File: config.mk
export PLATFORM = sky130hd
export DESIGN_NAME = rtg_fetch_arbiter
export DESIGN_NICKNAME = d
export VERILOG_FILES = /design/src/rtl/rtg_fetch_arbiter.sv
export SDC_FILE = /design/constraint.sdc
export NUM_CORES = 1
export LEC_CHECK = 0
export CAP_MARGIN = 20
export CORE_ASPECT_RATIO = 0.9
export CORE_UTILIZATION = 44
export CTS_BUF_LIST = sky130_fd_sc_hd__clkbuf_4 sky130_fd_sc_hd__clkbuf_8 sky130_fd_sc_hd__clkbuf_16
export DETAILED_ROUTE_END_ITERATION = 10
export GPL_ROUTABILITY_DRIVEN = 0
export PLACE_DENSITY = 0.86
export SYNTH_ARGS = -nofsm -noshare
export SYNTH_HDL_FRONTEND = slang
export SYNTH_SLANG_ARGS = --single-unit
File: constraint.sdc
create_clock -name clk_114 -period 2.5 [get_ports clk_114]
set_clock_uncertainty 0.1 [all_clocks]
set_input_delay 0.375 -clock clk_114 [delete_from_list [all_inputs] [get_ports clk_114]]
set_output_delay 0.375 -clock clk_114 [all_outputs]
set_load 0.005 [all_outputs]
File: src/rtl/rtg_fetch_arbiter.sv
// rtg_fetch_arbiter: shares one SDRAM burst port between the RTG video fetcher and an aux stream
module rtg_fetch_arbiter #(
    parameter int BURST_WORDS  = 8,
    parameter int STARVE_LIMIT = 4
) (
    input  logic        clk_114,
    input  logic        reset_n,
    input  logic [25:0] r0_addr,
    input  logic        r0_req,
    input  logic        r0_pri,
    output logic        r0_ack,
    output logic        r0_fill,
    input  logic [25:0] r1_addr,
    input  logic        r1_req,
    input  logic        r1_pri,
    output logic        r1_ack,
    output logic        r1_fill,
    output logic [25:0] mem_addr,
    output logic        mem_req,
    output logic        mem_pri,
    input  logic        mem_ack,
    input  logic        mem_fill,
    output logic        busy,
    output logic        grant
);
    localparam logic [3:0] BURST_W    = 4'(BURST_WORDS);
    localparam logic [3:0] STARVE_LIM = 4'(STARVE_LIMIT);

    typedef enum logic [1:0] {IDLE, REQ, FILL} state_t;

    state_t     state;
    logic [3:0] fill_cnt;
    logic [2:0] starve_cnt;
    logic       rr;
    logic       win;
    logic       g_req;
    logic       fill_en;
    logic       last_fill;

    // Winner when both request: shared urgency favours video, lone urgency wins, then starvation relief, then rr
    assign win = (r0_req & r1_req)
               ? ((r0_pri & r1_pri) ? 1'b0
                 : (r0_pri ^ r1_pri) ? r1_pri
                 : ({1'b0, starve_cnt} >= STARVE_LIM) ? 1'b1
                 : rr)
               : r1_req;
    assign g_req     = grant ? r1_req : r0_req;
    assign fill_en   = (state == FILL) || (state == REQ && mem_ack);
    assign last_fill = mem_fill && (fill_cnt + 4'd1 == BURST_W);
    assign busy      = (state != IDLE);
    assign mem_pri   = busy & (grant ? r1_pri : r0_pri);
    assign r0_ack    = (state == REQ) && mem_ack && !grant;
    assign r1_ack    = (state == REQ) && mem_ack && grant;
    assign r0_fill   = fill_en && mem_fill && !grant;
    assign r1_fill   = fill_en && mem_fill && grant;

    // Arbitrate in IDLE, hold the grant through request and fill, count fills to the burst end
    always_ff @(posedge clk_114 or negedge reset_n) begin
        if (!reset_n) begin
            state      <= IDLE;
            mem_req    <= 1'b0;
            mem_addr   <= '0;
            grant      <= 1'b0;
            fill_cnt   <= '0;
            starve_cnt <= '0;
            rr         <= 1'b0;
        end else begin
            case (state)
                IDLE: if (r0_req | r1_req) begin
                    state    <= REQ;
                    mem_req  <= 1'b1;
                    grant    <= win;
                    mem_addr <= win ? r1_addr : r0_addr;
                    rr       <= ~win;
                    if (win)
                        starve_cnt <= '0;
                    else if (r1_req && starve_cnt != 3'd7)
                        starve_cnt <= starve_cnt + 3'd1;
                end
                REQ: if (mem_ack) begin
                    mem_req  <= 1'b0;
                    state    <= last_fill ? IDLE : FILL;
                    fill_cnt <= last_fill ? 4'd0 : {3'b0, mem_fill};
                end else if (!g_req) begin
                    mem_req <= 1'b0;
                    state   <= IDLE;
                end
                FILL: if (mem_fill) begin
                    fill_cnt <= last_fill ? 4'd0 : fill_cnt + 4'd1;
                    if (last_fill)
                        state <= IDLE;
                end
                default: state <= IDLE;
            endcase
        end
    end
endmodule

After elaboration in Yosys (flattened, before gate mapping)
Cells that the tools add are included.
{"block": "word_totals", "ff_bits": 38, "inputBits": 60, "out_inout_bits": 34, "wordCells": 70}
{"block": "op_classes", "addsub": 2, "order_cmp": 1, "n_eq_ne": 9, "muxes": 25, "bitwise_logic": 6, "reduce_logical": 20}
{"op": "$mux W26", "n": 1}
{"op": "$mux W2", "n": 6}
{"op": "$mux W4", "n": 3}
{"op": "$mux W1", "n": 10}
{"op": "$reduce_and A3 Y1", "n": 3}
{"op": "$logic_and A1 B1 Y1", "n": 8}
{"op": "$ne A2 B2 Y1 const B", "n": 4}
{"op": "$pmux W4 S2", "n": 1}
{"op": "$reduce_bool A2 Y1", "n": 4}
{"op": "$mux W3", "n": 2}
{"op": "$ne A3 B3 Y1 const B", "n": 2}
{"op": "$pmux W2 S3", "n": 1}
{"op": "$add A4 B1 Y4 const B", "n": 1}
{"op": "$eq A4 B4 Y1 const B", "n": 1}
{"op": "$reduce_and A4 Y1", "n": 1}
{"op": "$add A3 B1 Y3 const B", "n": 1}
{"op": "$and A1 B1 Y1", "n": 3}
{"op": "$ge A3 B3 Y1 const B", "n": 1}
{"op": "$eq A2 B1 Y1 const B", "n": 1}
{"op": "$eq A2 B2 Y1 const B", "n": 1}
{"op": "$logic_not A2 Y1", "n": 1}
{"op": "$pmux W1 S2", "n": 1}
{"op": "$reduce_and A2 Y1", "n": 1}
{"op": "$logic_not A1 Y1", "n": 1}
{"op": "4 further kinds", "n": 4}

Longest topological paths before layout
Gate-level depths: netlist of run 1.
{"block": "logic_depth", "depth_word": 7, "ltp_mapped": 6, "ltp_nobuf": 5}

Least setup slack after synthesis of run 1
No wires, ideal clock.
{"block": "synth_path", "path_type": "register to register", "startpoint": "register starve_cnt[2]", "endpoint": "register mem_addr[0]", "setup_time_ns": 0.146, "arrival_ns": 1.394, "t_required_ns": 2.254, "path_slack_ns": 0.860, "path_stages_with_launch": 5, "n_path_buf": 1, "period_less_slack_ns": 1.640, "path_cell_list": "dfrtp_1 > or4b_4 > nand3_2 > buf_2 > o221ai_1"}
{"block": "synth_between", "elab_chain_len": 6}
{"item": "start, declared", "line": "33", "rtl": "logic [2:0] starve_cnt;"}
{"item": "start signal, assigned", "line": "78", "rtl": "starve_cnt <= starve_cnt + 3'd1;"}
{"item": "$ge A3 B3 Y1", "line": "44", "rtl": ": ({1'b0, starve_cnt} >= STARVE_LIM) ? 1'b1"}
{"item": "$mux W1", "line": "44"}
{"item": "$mux W1", "line": "43", "rtl": ": (r0_pri ^ r1_pri) ? r1_pri"}
{"item": "$mux W1 (2 in series)", "line": "42", "rtl": "? ((r0_pri & r1_pri) ? 1'b0"}
{"item": "$mux W26", "line": "73", "rtl": "mem_addr <= win ? r1_addr : r0_addr;"}
{"item": "end signal, assigned", "line": "73"}
{"item": "end, declared", "line": "18", "rtl": "output logic [25:0] mem_addr,"}
Every way passes these cells.
A chain may end at the register's enable or synchronous reset.

Worst setup path after layout of run 1
{"block": "layout_path", "startpoint": "input mem_ack", "endpoint": "output r0_fill"}
{"block": "layout_between", "elab_chain_len": 4}
{"item": "start, declared", "line": "21", "rtl": "input logic mem_ack,"}
{"item": "$logic_and A1 B1 Y1", "line": "48", "rtl": "assign fill_en = (state == FILL) || (state == REQ && mem_ack);"}
{"item": "$logic_or A1 B1 Y1", "line": "48"}
{"item": "$logic_and A1 B1 Y1 (2 in series)", "line": "54", "rtl": "assign r0_fill = fill_en && mem_fill && !grant;"}
{"item": "end, declared", "line": "12", "rtl": "output logic r0_fill,"}
Every way passes these cells.

==> flow_metrics.env, run 1 <==
export IMPL_outcome="completed"
export IMPL_power_density_nw_per_um2=935.8
export IMPL_htreeDepth=2
export IMPL_synth_fa_ha_area_share_pct=1.869
export IMPL_synth_xor_area_share_pct=0
export IMPL_layout_min_cycle_time_ns=2.369
export IMPL_synth_area_leader_cell="dfrtp_1"
export IMPL_synth_seq_cells=38
export IMPL_antenna_found_initial=0
export IMPL_irDropWorstVdd_v=0.0005416
export IMPL_dp_cells=369
export IMPL_pwr_share_clk_pct=16.4
export IMPL_p_int_uw=1986
export IMPL_critPathKind="in -> out"
export IMPL_num_antenna_cells=0
export IMPL_async_reset_ff_share_pct=100.0
export IMPL_ant_nets=0
export IMPL_wl_um=5038
export IMPL_p_sw_uw=966.9
export IMPL_fmax_mhz=422.1
export IMPL_clk_pin_slew_ns=0.07
export IMPL_max_slew_margin_rel_pct=44.70
export IMPL_path_cells="clkdlybuf4s50_1 -> and3b_2 -> o21ai_0 -> nor2_1 -> clkdlybuf4s50_1"
export IMPL_root_buffer="clkbuf_8"
export IMPL_dieArea_sq_um=4838
export IMPL_synth_top_family_by_area="compound AO/OA/AOI/OAI gates"
export IMPL_synth_flop_cell="dfrtp_1"
export IMPL_endpoint_kind="primary output"
export IMPL_initial_core_util_pct=47.68
export IMPL_fin_cells=377
export IMPL_synthMuxAreaShare_pct=1.558
export IMPL_wire_per_inst_um=13.36
export IMPL_pre_cts_slack_ns=0.1342
export IMPL_grt_pass1_vias=1830
export IMPL_path_max_fanout=5
export IMPL_drc_errors=0
export IMPL_regArea_sq_um=950.9
export IMPL_io_buffers=93
export IMPL_critPathSlowestCell="clkdlybuf4s50_1"
export IMPL_rsz0062_at_grt="no"
export IMPL_via_per_inst=5.162
export IMPL_critPathLaunchType="input port"
export IMPL_synth_edf_count=0
export IMPL_track_usage_pct=22.11
export IMPL_slowest_delay_ns=0.55
export IMPL_cp_data_arrival_time_ns=1.89
export IMPL_worst_path_most_repeated_cell="clkdlybuf4s50_1"
export IMPL_avgSynthCellArea_sq_um=9.170
export IMPL_syn_inst=219
export IMPL_die_h_um=66.09
export IMPL_holdCritPathClass="in -> async"
export IMPL_finalSetupTns_ns=0
export IMPL_drive_gt1_share_pct=7.886
export IMPL_die_w_um=73.21
export IMPL_synth_compound_area_share_pct=26.92
export IMPL_grt_pass1_wl_um=8231
export IMPL_cts_tree="done"
export IMPL_hold_viol=0
export IMPL_nets=379
export IMPL_fillers=338
export IMPL_grt_max_degree=39
export IMPL_worstMarginPinSlew_ns=0.8296
export IMPL_vias=1946
export IMPL_p_sw_share_pct=32.74
export IMPL_p_leak_uw=0.001463
export IMPL_coreArea_sq_um=4212
export IMPL_dr_pass1_iters=4
export IMPL_yosysWarnings=0
export IMPL_crit_required_ns=2.03
export IMPL_yosysUniqueCellTypes=35
export IMPL_cts_buffers=5
export IMPL_seq_area_frac_synth_pct=47.35
export IMPL_multi_input_area_sq_um=815.8
export IMPL_worstSkewPairLatency_ns=0.28
export IMPL_clock_sinks=38
export IMPL_ff2ff_path_depth=4
export IMPL_cts_setup_buffers=0
export IMPL_setup_violations_final=0
export IMPL_synth_simple_area_share_pct=9.470
export IMPL_fin_ws_ns=0.1310
export IMPL_seqPwrFrac_pct=36.4
export IMPL_areaGrowthSynthToFinish_pct=57.13
export IMPL_synth_top_area_share_pct=47.35
export IMPL_r2r_setup_slack_ns=0.67
export IMPL_timing_final_crit_share_pct=94.76
export IMPL_fp_row_count=22
export IMPL_regToRegEndpoint="mem_addr[19]"
export IMPL_cp_top_family="buffers and inverters"
export IMPL_dpl_hpwl_um=3700
export IMPL_clk_path_buf_depth=2
export IMPL_maxCapViolCount=0
export IMPL_mappedNetlistArea_sq_um=2008
export IMPL_boundaryPins=94
export IMPL_grt_overflow=0
export IMPL_synthTopCellsByArea="dfrtp_1, o221ai_1, inv_1, o21ai_0, clkbuf_1"
export IMPL_finalMaxSlewViolations=0
export IMPL_syn_num_nets=282
export IMPL_r2r_start="starve_cnt[2]"
export IMPL_p_comb_share_pct=47.3
export IMPL_path_buf_inv=2
export IMPL_drt_iter0_drc=71
## area by class of cell
class	count	area share, %
clock buffer	8	3.489
multi-input combinational	113	25.85
timing repair buffer	102	31.48
sequential	38	30.13
tap	60	2.379
inverter	56	6.661
## cell usage in the layout, fill, tap and decap left out, types with 2 or more instances in the layout
cell type / synthesis / final
a22o_1: 2 / 2
nor2b_1: 3 / 2
a21oi_1: 3 / 3
clkbuf_8: 0 / 8
nor2_1: 9 / 8
o2bb2ai_1: 2 / 2
o221ai_1: 26 / 26
nand3b_1: 2 / 2
nand2_1: 4 / 4
o21ai_0: 31 / 31
clkdlybuf4s50_1: 0 / 92
buf_4: 0 / 9
dfrtp_1: 38 / 38
mux2i_1: 2 / 2
and3_1: 2 / 2
ha_1: 3 / 3
inv_1: 56 / 56
nand3_1: 5 / 5
## sequential cells by signal, summed over array words and instances (netlist names)
signal and flops:
state 2, starve_cnt 3, rr 1, mem_req 1, grant 1, mem_addr 26, fill_cnt 4
## kinds of logic after synthesis
family                   Yosys count
AO/OA/AOI/OAI                     74
adder cells (fa/ha/maj)            3
buffers and inverters             68
flip-flops                        38
multiplexers                       3
AND/OR/NAND/NOR                   33
## worst max-delay path by stage
stage,cells after the start,slack [ns],endpoint,from
2_1_floorplan,4,0.86,mem_addr[0],starve_cnt[2]
3_3_place_gp,5,0.16,r0_fill,mem_ack
3_5_place_dp,5,0.13,r0_fill,mem_ack
4_1_cts,5,0.12,r1_fill,mem_ack
5_1_grt,5,0.01,r1_fill,mem_ack
6_report,5,0.13,r0_fill,mem_ack
## power by group through the flow
stage | clock network (uW) | registers [uW] | logic [uW]
global route | 522 | 1110 | 1530
finish | 483 | 1070 | 1400
detailed placement | 0 | 1080 | 1410
CTS | 489 | 1070 | 1410
global placement | 0 | 1070 | 1380
floorplan | 0 | 1050 | 629
## per-stage QoR
stage / cell area (sq um) / hold WS (ns) / util [%] / total power [uW]
after detailed placement: 3042 / 0.3882 / 72.22 / 2489
after floorplan: 2008 / -0.02059 / - / 1684
after CTS: 3152 / 0.1260 / 74.84 / 2975
final: 3156 / 0.08917 / 74.93 / 2953
after global placement: 3042 / 0.3730 / 72.22 / 2455
after global routing: 3156 / 0.1586 / 74.93 / 3169
## synth_stat cells, types with 3 or more instances
master and instances:
a21oi_1 3, clkbuf_1 10, dfrtp_1 38, ha_1 3, inv_1 56, nand2_1 4, nand3_1 5, nor2_1 9
nor2b_1 3, o21ai_0 31, o221ai_1 26
## metal layers
layer,vias to the layer above,part of all wire [%],GRT usage [%]
met1,929,42,26.15
met3,2,6.2,6.250
met4,0,0.66,5.882
li1,959,-,-
met5,-,0,0
met2,56,51,39.12
## repair_timing
action | in CTS | in global routing
endpoints found under the setup margin | 0 | 2
hold buffers | 0 | 0
gates resized for setup | 0 | 2
Power figures use the tool's default switching activity.
==> run 2: changes to the inputs <==
- GPL_TIMING_DRIVEN: not set -> 0
==> run 2 against run 1 <==
  * Sequential cell count unchanged
  * Global-route usage increased by 1.0 points
  * Via count increased by 1.6%
  * Setup slack improved by 0.049 ns
  * Maximum frequency increased by 2.1%
  * Non-clock buffer count increased by 2
  * Combinational power about the same
  * Design area decreased by 1.3%
  * Register-to-register slack got worse by 0.18 ns
  * Critical endpoint is now r1_fill
  * Largest cell class unchanged
  * Highest routed layer unchanged
==> flow_metrics.env, run 2 (synthesized netlist as in run 1, its figures left out) <==
export IMPL_outcome="completed"
export IMPL_cts_buffers=5
export IMPL_path_buf_inv=2
export IMPL_p_int_uw=1918
export IMPL_top_register="mem_addr"
export IMPL_max_slew_margin_rel_pct=44.86
export IMPL_clk_path_buf_depth=2
export IMPL_dp_cells=372
export IMPL_timing_final_crit_share_pct=92.81
export IMPL_grt_max_degree=39
export IMPL_grt_overflow=0
export IMPL_design_area_sq_um=3113
export IMPL_path_max_fanout=9
export IMPL_power_uw=2904
export IMPL_root_buffer="clkbuf_8"
export IMPL_ff2ff_path_depth=4
export IMPL_fin_cells=379
export IMPL_dieArea_sq_um=4838
export IMPL_drc_errors=0
export IMPL_cts_setup_buffers=0
export IMPL_maxCapViolCount=0
export IMPL_areaGrowthSynthToFinish_pct=55.02
export IMPL_cts_resized=0
export IMPL_final_common_cell="clkdlybuf4s50_1"
export IMPL_worstSkewPairLatency_ns=0.28
export IMPL_cp_depth=5
export IMPL_ant_nets=0
export IMPL_wire_per_inst_um=13.62
export IMPL_grt_pass1_wl_um=8438
export IMPL_fmax_mhz=431.0
export IMPL_vias=1977
export IMPL_top_regs="mem_addr x26, fill_cnt x4, starve_cnt x3"
export IMPL_r2r_setup_slack_ns=0.49
export IMPL_final_cell_mix="clkdlybuf4s50_1, inv_1, dfrtp_1"
export IMPL_die_w_um=73.21
export IMPL_track_usage_pct=23.12
export IMPL_dpl_cell_area_sq_um=3009
export IMPL_p_comb_share_pct=48.7
export IMPL_critPathSlowestCell="clkdlybuf4s50_1"
export IMPL_layout_min_cycle_time_ns=2.320
export IMPL_critPathLaunchType="register"
export IMPL_irDropWorstVdd_v=0.0006232
export IMPL_hold_buffers=0
export IMPL_startpoint="state[1]"
export IMPL_grt_pass1_vias=1860
export IMPL_boundaryPins=94
export IMPL_clock_sinks=38
export IMPL_clk_pin_slew_ns=0.07
export IMPL_coreArea_sq_um=4212
export IMPL_p_sw_uw=985.6
export IMPL_antenna_found_initial=0
export IMPL_power_density_nw_per_um2=932.8
export IMPL_via_per_inst=5.216
export IMPL_slowest_delay_ns=0.51
export IMPL_dr_pass1_iters=4
export IMPL_fillers=323
export IMPL_cts_tree="done"
export IMPL_wl_um=5162
export IMPL_p_leak_uw=0.001444
export IMPL_holdCritPathClass="in -> async"
export IMPL_finalMaxSlewViolations=0
export IMPL_endpoint_kind="primary output"
export IMPL_io_buffers=93
export IMPL_initial_core_util_pct=47.68
export IMPL_r2r_start="starve_cnt[2]"
export IMPL_seqPwrFrac_pct=36.1
export IMPL_drt_iter0_drc=58
export IMPL_nets=381
export IMPL_fp_row_count=22
export IMPL_critPathKind="reg -> out"
export IMPL_setup_violations_final=0
export IMPL_cp_data_arrival_time_ns=1.85
export IMPL_pwr_share_clk_pct=15.2
export IMPL_htreeDepth=2
export IMPL_worstMarginPinSlew_ns=0.8271
export IMPL_num_antenna_cells=0
export IMPL_largest_reg_flops=26
export IMPL_dpl_hpwl_um=3765
export IMPL_die_h_um=66.09
export IMPL_rsz0062_at_grt="no"
export IMPL_hold_viol=0
export IMPL_drive_gt1_share_pct=5.956
export IMPL_regToRegEndpoint="mem_addr[15]"
export IMPL_final_util_pct=73.92
export IMPL_p_sw_share_pct=33.94
export IMPL_crit_required_ns=2.03
export IMPL_cp_top_family="buffers and inverters"
export IMPL_path_cells="clkbuf_2 -> and3b_2 -> o21ai_0 -> nor2_1 -> clkdlybuf4s50_1"
-- run 2: changes by cell type in the layout (fill, tap and decap cells not counted), moves of 2 or more --
cell	before	now
buf_4	9	0
clkbuf_1	0	8
buf_2	1	3
clkbuf_8	8	6
-- run 2: per-layer routing --
metal | wire length, um | GRT usage (%) | up-vias | part of all wire [%]
met4 | 85 | 9.559 | 0 | 1.6
met1 | 2142 | 29.29 | 928 | 41
met2 | 2603 | 37.73 | 78 | 50
met3 | 331 | 5.640 | 9 | 6.4
met5 | 0 | 0 | - | 0
li1 | - | - | 962 | -
-- run 2: cell type report --
type / count / area, sq um / share of cell area (%)
clock inverter: 1 / 5.005 / 0.1608
tap: 60 / 75.07 / 2.412
clock buffer: 7 / 90.09 / 2.894
multi-input combinational: 113 / 808.3 / 25.96
inverter: 56 / 210.2 / 6.752
timing repair buffer: 93 / 928.4 / 29.82
sequential: 38 / 950.9 / 30.55
buffer: 11 / 45.04 / 1.447
-- run 2: power by group through the flow --
stage	Combinational (uW)	Clock, uW	Sequential (uW)
global route	1570	482	1090
detailed placement	1420	0	1050
global placement	1390	0	1040
CTS	1420	447	1040
finish	1420	441	1050
floorplan	629	0	1050
-- run 2: per-stage QoR --
step                setup TNS (ns)  setup WS, ns  hold slack (ns)
floorplan                        0        0.8603         -0.02059
global placement            -1.513      -0.09541           0.3728
detailed placement         -0.7552      -0.08300           0.3770
CTS                              0       0.02488           0.1150
global route                     0       0.03956           0.1567
finish                           0        0.1797          0.08069
-- run 2: worst max path at each step --
stage,to,slack (ns)
4_1_cts,r1_fill,0.02
3_5_place_dp,mem_addr[15],-0.08
2_1_floorplan,mem_addr[0],0.86
3_3_place_gp,mem_addr[13],-0.1
5_1_grt,mem_addr[15],0.04
6_report,r1_fill,0.18
-- run 2: worst register-to-register path, stage by stage (launching register included) --
cell and delay [ns]:
dfrtp_1 0.41, nor3_1 0.08, o311ai_2 0.61, clkbuf_1 0.43, o221ai_1 0.23
